--- config.mk ---
export PLATFORM = sky130hd
export DESIGN_NAME = serv_fetch_seq
export DESIGN_NICKNAME = d
export VERILOG_FILES = /design/src/rtl/serv_fetch_seq.sv
export SDC_FILE = /design/constraint.sdc
export NUM_CORES = 1
export LEC_CHECK = 0
export CAP_MARGIN = 40
export CORE_ASPECT_RATIO = 1.25
export CORE_MARGIN = 2
export CORE_UTILIZATION = 35
export DETAILED_ROUTE_END_ITERATION = 10
export HOLD_SLACK_MARGIN = 0.06
export PLACE_DENSITY = 0.67
export SETUP_SLACK_MARGIN = 0.1
export SLEW_MARGIN = 20
export SYNTH_ARGS = -nofsm -noshare
export SYNTH_HDL_FRONTEND = slang
export SYNTH_SLANG_ARGS = --single-unit
--- constraint.sdc ---
create_clock -name clk -period 1.9 [get_ports clk]
set_clock_uncertainty 0.15 [all_clocks]
set_input_delay 0.38 -clock clk [delete_from_list [all_inputs] [get_ports clk]]
set_output_delay 0.38 -clock clk [all_outputs]
set_load 0.02 [all_outputs]
--- src/rtl/serv_fetch_seq.sv ---
// rtl/serv_fetch_seq.sv - per-instruction sequencer for the bit-serial PC/control datapath
// Moore FSM: fetch, rf read, optional init pass, optional dbus wait, execute pass.
module serv_fetch_seq #(
  parameter int W = 1
) (
  input  logic clk,
  input  logic i_rst_n,
  output logic o_ctrl_rst,
  output logic o_ibus_cyc,
  input  logic i_ibus_ack,
  input  logic i_two_stage,
  input  logic i_mem_op,
  output logic o_rf_rreq,
  input  logic i_rf_ready,
  output logic o_dbus_cyc,
  input  logic i_dbus_ack,
  output logic o_init,
  output logic o_pc_en,
  output logic o_cnt0,
  output logic o_cnt1,
  output logic o_cnt2,
  output logic o_cnt03,
  output logic o_cnt12to31,
  output logic o_cnt_done
);

  localparam int BEATS = 32 / W;
  localparam int BW    = (W == 1) ? 5 : 3;

  // Beat indices for each strobe; with W=4 bits 0..3 all share beat 0
  localparam logic [BW-1:0] B_LAST = BW'(BEATS - 1);
  localparam logic [BW-1:0] B_ONE  = BW'((W == 1) ? 1 : 0);
  localparam logic [BW-1:0] B_TWO  = BW'((W == 1) ? 2 : 0);
  localparam logic [BW-1:0] B_LT4  = BW'((W == 1) ? 4 : 1);
  localparam logic [BW-1:0] B_HI   = BW'((W == 1) ? 12 : 3);

  generate
    if (!(W == 1 || W == 4)) begin : g_bad_w
      $error("serv_fetch_seq: W must be 1 or 4");
    end
  endgenerate

  typedef enum logic [2:0] {
    S_RST, S_FETCH, S_RFREQ, S_RFWAIT, S_INIT, S_MEMWAIT, S_RUN
  } state_t;

  state_t          r_state;
  state_t          w_next;
  logic [BW-1:0]   r_beat;
  logic            r_ctrl_rst;
  logic            r_two_stage;
  logic            r_mem_op;
  logic            w_pass;

  assign w_pass = (r_state == S_INIT) || (r_state == S_RUN);

  // r_ctrl_rst gives RST a second cycle so the pulse never shows while reset is held
  always_ff @(posedge clk or negedge i_rst_n) begin
    if (!i_rst_n) begin
      r_state     <= S_RST;
      r_beat      <= '0;
      r_ctrl_rst  <= 1'b0;
      r_two_stage <= 1'b0;
      r_mem_op    <= 1'b0;
    end else begin
      r_state    <= w_next;
      r_ctrl_rst <= (r_state == S_RST) && !r_ctrl_rst;
      if (r_state == S_FETCH && i_ibus_ack) begin
        r_two_stage <= i_two_stage;
        r_mem_op    <= i_mem_op;
      end
      r_beat <= w_pass ? r_beat + 1'b1 : '0;
    end
  end

  always_comb begin
    w_next = r_state;
    case (r_state)
      S_RST:     if (r_ctrl_rst) w_next = S_FETCH;
      S_FETCH:   if (i_ibus_ack) w_next = S_RFREQ;
      S_RFREQ:   w_next = S_RFWAIT;
      S_RFWAIT:  if (i_rf_ready) w_next = r_two_stage ? S_INIT : S_RUN;
      S_INIT:    if (r_beat == B_LAST) w_next = r_mem_op ? S_MEMWAIT : S_RUN;
      S_MEMWAIT: if (i_dbus_ack) w_next = S_RUN;
      S_RUN:     if (r_beat == B_LAST) w_next = S_FETCH;
      default:   w_next = S_RST;
    endcase
  end

  always_comb begin
    o_ctrl_rst  = r_ctrl_rst;
    o_ibus_cyc  = (r_state == S_FETCH);
    o_rf_rreq   = (r_state == S_RFREQ);
    o_dbus_cyc  = (r_state == S_MEMWAIT);
    o_init      = (r_state == S_INIT);
    o_pc_en     = (r_state == S_RUN);
    o_cnt0      = w_pass && (r_beat == '0);
    o_cnt1      = w_pass && (r_beat == B_ONE);
    o_cnt2      = w_pass && (r_beat == B_TWO);
    o_cnt03     = w_pass && (r_beat < B_LT4);
    o_cnt12to31 = w_pass && (r_beat >= B_HI);
    o_cnt_done  = w_pass && (r_beat == B_LAST);
  end

endmodule

==> results of run 1 <==
-- layer usage --
layer,up-vias,wire [um],global-route usage
met3,5,80,0.0231
met5,-,0,0
met4,0,42,0.116
li1,306,-,-
met2,24,726,0.232
met1,285,630,0.167
-- registers in the layout (all words and copies together) (netlist names) --
| signal | count |
|---|---|
| r_two_stage | 1 |
| r_state | 3 |
| r_mem_op | 1 |
| r_beat | 5 |
| o_ctrl_rst | 1 |
-- layout by cell type (no fill, tap or decap), types with 2 or more instances in the layout --
| cell type | count |
|---|---|
| nand2_1 | 2 |
| clkdlybuf4s50_1 | 6 |
| nor2_1 | 8 |
| nor3_1 | 2 |
| mux2_1 | 2 |
| nor4_4 | 2 |
| buf_2 | 6 |
| dfrtp_1 | 10 |
| a21oi_1 | 3 |
| buf_6 | 8 |
| and2_2 | 2 |
| nand3_1 | 2 |
| ha_1 | 3 |
| buf_4 | 14 |
| and2_4 | 3 |
| inv_1 | 3 |
| clkbuf_4 | 3 |
| nand2b_4 | 2 |
-- synthesized netlist by cell type --
cell and count:
and3_1 2, ha_1 5, nand4b_1 1, mux2_1 2, and2_2 2, and2b_1 1
nand2b_1 1, nor3_1 2, inv_1 4, a211oi_2 1, o21ai_0 1, o22a_1 1
and2b_4 1, mux2i_1 1, nand3_1 2, a21oi_1 3, xnor2_1 1, nor2_1 9
dfrtp_1 11, nor4_2 2, xor2_1 1, o311ai_0 1, and2_1 4, nand2_1 2
nand2b_4 1, and4bb_1 1, mux2_4 1, buf_6 1, o21ai_2 1, clkbuf_1 1
clkbuf_8 2
-- worst paths after layout --
path | from | endpoint | slack [ps] | cells past startpoint
worst min-delay path | i_rst_n | r_state[2] | 290 | 1
worst max-delay path | r_beat[0] | o_cnt_done | -10 | 6
min in group clk | r_mem_op | r_mem_op | 330 | 1
worst max register to register | r_beat[0] | r_state[0] | 120 | 8
max in group asynchronous | i_rst_n | r_beat[3] | 940 | 1
worst min register to register | r_mem_op | r_mem_op | 330 | 1
-- cell families (layout without fill, tap and decap cells) --
kind of cell	Yosys count	in the layout	share of synthesized area
compound gates	8	8	0.0820
xor+xnor	2	2	0.0244
buf+inv	8	43	0.0803
flops	11	11	0.384
simple gates	31	31	0.276
fa+ha+maj	5	5	0.0873
mux	4	4	0.0663
-- power breakdown --
group	total, mW	leakage [nW]	switching, mW	internal, mW
sequential	0.367	0.140	0.0569	0.311
combinational	0.895	0.373	0.441	0.454
clock	0.166	0.0150	0.0842	0.0815
total	1.43	0.528	0.582	0.846
-- area by class of cell --
cell class / instances / share of cell area
well taps: 20 / 0.0230
inverters: 4 / 0.0161
repair buffers: 35 / 0.271
flip-flops and latches: 11 / 0.255
clock buffers: 4 / 0.0242
multi-input cells: 50 / 0.411
-- worst reg2reg max path: cells and delay by family (launching register included) --
kind	cells	cell delay, ps
flops	1	350
buf+inv	2	150
compound gates	3	530
simple gates	1	180
fa+ha+maj	2	320
-- what timing repair did --
action | 4_1_cts | 5_1_grt
pin swaps | 9 | 7
gates resized for setup | 60 | 11
hold endpoints to repair | 0 | 0
endpoints found under the setup margin | 13 | 12
buffers inserted | 2 | 2
gates cloned | 0 | 0
==> impl_metrics.tcl, run 1 <==
set metrics [dict create \
    status "finished with violations" \
    violations "negative setup slack" \
    yosysSeqAreaShare 0.384 \
    area_delta_synth_final_pct 51.5 \
    cts_root_buf "clkbuf_4" \
    setup_violations 4 \
    syn_inst 69 \
    crit_slowest_cell "dfrtp_1" \
    cts_sinks 11 \
    dp.cells 117 \
    path_delay_family "flip-flops" \
    numCtsBuffers 3 \
    grt_pass1_vias 566 \
    period_needed_ps 1910 \
    syn_area_um2 717 \
    syn_nets 81 \
    remaining_drc_errors 0 \
    wirelength_mm 1.48 \
    fillers 184 \
    rsz0062_at_grt "yes" \
    startpoint_type "register" \
    antenna_cells 0 \
    synth_top_area_share 0.384 \
    peakVddDrop_mv 0.803 \
    fp.coreArea_um2 1960 \
    required_ps 1370 \
    max_cap_viol_count 0 \
    antenna_left 0 \
    initial_core_util 0.366 \
    ys_seq_elements 11 \
    place_area_um2 1000 \
    arrival_ps 1380 \
    fin_cells 124 \
    antenna_found_initial 0 \
    place.gp.congestion 0.779 \
    path_cells "ha_2 -> and3_4 -> ha_4 -> inv_4 -> nor2_2 -> buf_6" \
    total_power_mw 1.43 \
    critical-path-max-stage-delay_ps 380 \
    die_x_um 44.5 \
    drv_slew 0 \
    drive_above_1_share 0.481 \
    vias 620 \
    yosys.area.top_type "dfrtp_1" \
    whs_ps 290 \
    setup_ws_ps -10.6 \
    multiInputGateArea_um2 447 \
    rows 18 \
    path_buf_inv 2 \
    via_per_inst 5.00 \
    port_buffers 18 \
    p_per_area_nw_per_um2 1320 \
    drt_first_iter_violations 10 \
    ff_latch_area_um2 277 \
    worst_pin_slew_ps 512 \
    ioPinCount 19 \
    dr.pass1.iters 4 \
    synth.top_cells.by_area "dfrtp_1 38%, ha_1 8.7%, nor2_1 4.7%" \
    hpwl_mm 1.13 \
    path_clk_slew_ps 70 \
    grt_max_degree 13 \
    holdBufCountCts 0 \
    cts_tree "built" \
    dp_slack_ps -188 \
    hold_class "in -> async" \
    post_drt_wl_per_cell_um 11.9 \
    finalCritPeriodShare 1.01 \
    crit_path_max_fanout 2 \
    clk_latency_ps 270 \
    finalSetupTns_ps -22.5 \
    synthDistinctLibCells 31 \
    utilization 0.554 \
    syn_avg_cell_area_um2 10.4 \
    design_area_um2 1090 \
    finalHoldViolCount 0 \
    grt-ovfl-total 0 \
    critPathCaptureType "primary output" \
    grt_pass1_wl_mm 2.46 \
    relSlewSlack 0.658 \
    final_net_count 117 \
    dieArea_um2 2430 \
    crit_type "reg -> out" \
    yosys_warnings 0 \
    dieHeight_um 54.6 \
    fmax_mhz 523 \
    cts_buffer_depth 2 \
    h-tree-depth 1 \
    grt.total_usage 0.144 \
    power.leakage_nw 0.528 \
]
Note: power is estimated with default switching activity, not from simulation.
==> inputs of run 2 (changes only) <==
--- a/config.mk
+++ b/config.mk
@@ -7,12 +7,13 @@
 export LEC_CHECK = 0
 export CAP_MARGIN = 40
 export CORE_ASPECT_RATIO = 1.25
-export CORE_MARGIN = 2
 export CORE_UTILIZATION = 35
+export CTS_BUF_LIST = sky130_fd_sc_hd__clkbuf_2
 export DETAILED_ROUTE_END_ITERATION = 10
 export HOLD_SLACK_MARGIN = 0.06
 export PLACE_DENSITY = 0.67
 export SETUP_SLACK_MARGIN = 0.1
+export SKIP_CTS_REPAIR_TIMING = 1
 export SLEW_MARGIN = 20
 export SYNTH_ARGS = -nofsm -noshare
 export SYNTH_HDL_FRONTEND = slang
==> impl_metrics.tcl, run 2 (synthesized netlist as in run 1, its figures left out) <==
set metrics [dict create \
    dieHeight_um 52.6 \
    largest_reg_flops 5 \
    relSlewSlack 0.646 \
    ff_latch_area_um2 275 \
    h-tree-depth 1 \
    remaining_drc_errors 0 \
    required_ps 1370 \
    ff2ff_setup_slack_ps 20 \
    fillers 175 \
    peakVddDrop_mv 0.668 \
    antenna_cells 0 \
    multiInputGateArea_um2 422 \
    antenna_found_initial 0 \
    finalCritPeriodShare 1.09 \
    p_per_area_nw_per_um2 1340 \
    final_common_cell "buf_4" \
    vias 606 \
    finalHoldViolCount 0 \
    place.gp.congestion 0.717 \
    die_x_um 42.5 \
    grt_max_degree 13 \
    port_buffers 18 \
    via_per_inst 4.97 \
    critPathCaptureType "primary output" \
    final_net_count 116 \
    drive_above_1_share 0.447 \
    drv_slew 0 \
    initial_core_util 0.387 \
    reg.largest.list "r_beat: 5 flops, r_state: 3 flops" \
    startpoint_type "register" \
    antenna_left 0 \
    power.leakage_nw 0.542 \
    hold_class "in -> async" \
    fp.coreArea_um2 1850 \
    cts_buffer_depth 2 \
    fmax_mhz 481 \
    most-common-layout-cells "20 x buf_4, 11 x dfrtp_1, 7 x nor2_1" \
    rows 17 \
    path_clk_slew_ps 120 \
    crit_type "reg -> out" \
    ioPinCount 19 \
    grt_pass1_vias 572 \
    crit_path_max_fanout 4 \
    cts_sinks 11 \
    dieArea_um2 2230 \
    area_delta_synth_final_pct 45.0 \
    rsz0062_at_grt "yes" \
    arrival_ps 1550 \
    dr.pass1.iters 3 \
    grt.total_usage 0.155 \
    drt_first_iter_violations 12 \
    utilization 0.562 \
    whs_ps 304 \
    grt_pass1_wl_mm 2.54 \
    largest_register "r_beat" \
    cts_root_buf "clkbuf_2" \
    post_drt_wl_per_cell_um 12.6 \
    setup_ws_ps -177 \
    status "finished with violations" \
    worst_pin_slew_ps 529 \
    period_needed_ps 2080 \
    numCtsBuffers 3 \
    setup_violations 5 \
    hpwl_mm 1.17 \
    wirelength_mm 1.54 \
    cts_tree "built" \
    max_cap_viol_count 0 \
    grt-ovfl-total 0 \
    violations "negative setup slack" \
    clk_latency_ps 260 \
]
run 2: stage by stage:
step                      total power [mW]  setup slack [ps]  cell area [um^2]  instances  TNS, ps
after floorplan                      0.965              40.9               747         69        0
after global placement                1.20              -183               988        114     -680
after detailed placement              1.22              -201               988        114     -687
after CTS                             1.36              -531              1010        118    -4050
after global routing                  1.49              -231              1040        122     -995
final                                 1.39              -177              1040        122     -529
run 2: layer usage:
layer  track usage  up-vias  routed length, um  part of all wire
li1              -      301                  -                 -
met1         0.180      287                622              0.40
met2         0.285       16                852              0.55
met3        0.0207        2                 55             0.036
met4        0.0625        0                 12            0.0078
met5             0        -                  0                 0
run 2: where the power goes:
group	internal (mW)	switching, mW	total, mW
sequential	0.310	0.0528	0.363
combinational	0.454	0.442	0.896
clock	0.0476	0.0851	0.133
run 2: critical path, stage by stage (launching register included):
cell      delay, ps
dfrtp_1         400
nand2b_4        160
nor4_4          340
buf_4           170
and2_4          120
buf_6           100
run 2: area by class of cell:
class                   instances  area share
repair buffers                 34       0.273
clock inverters                 1     0.00481
flip-flops and latches         11       0.265
multi-input cells              50       0.406
clock buffers                   3      0.0144
inverters                       4      0.0144
well taps                      19      0.0229
run 2: worst paths after layout:
kind | cells past startpoint | startpoint | end
max reg2reg | 8 | r_beat[1] | r_state[0]
min reg2reg | 1 | r_mem_op | r_mem_op
min in group clk | 1 | r_mem_op | r_mem_op
max | 5 | r_state[0] | o_cnt1
min | 1 | i_rst_n | r_state[1]
max in group asynchronous | 1 | i_rst_n | r_beat[2]
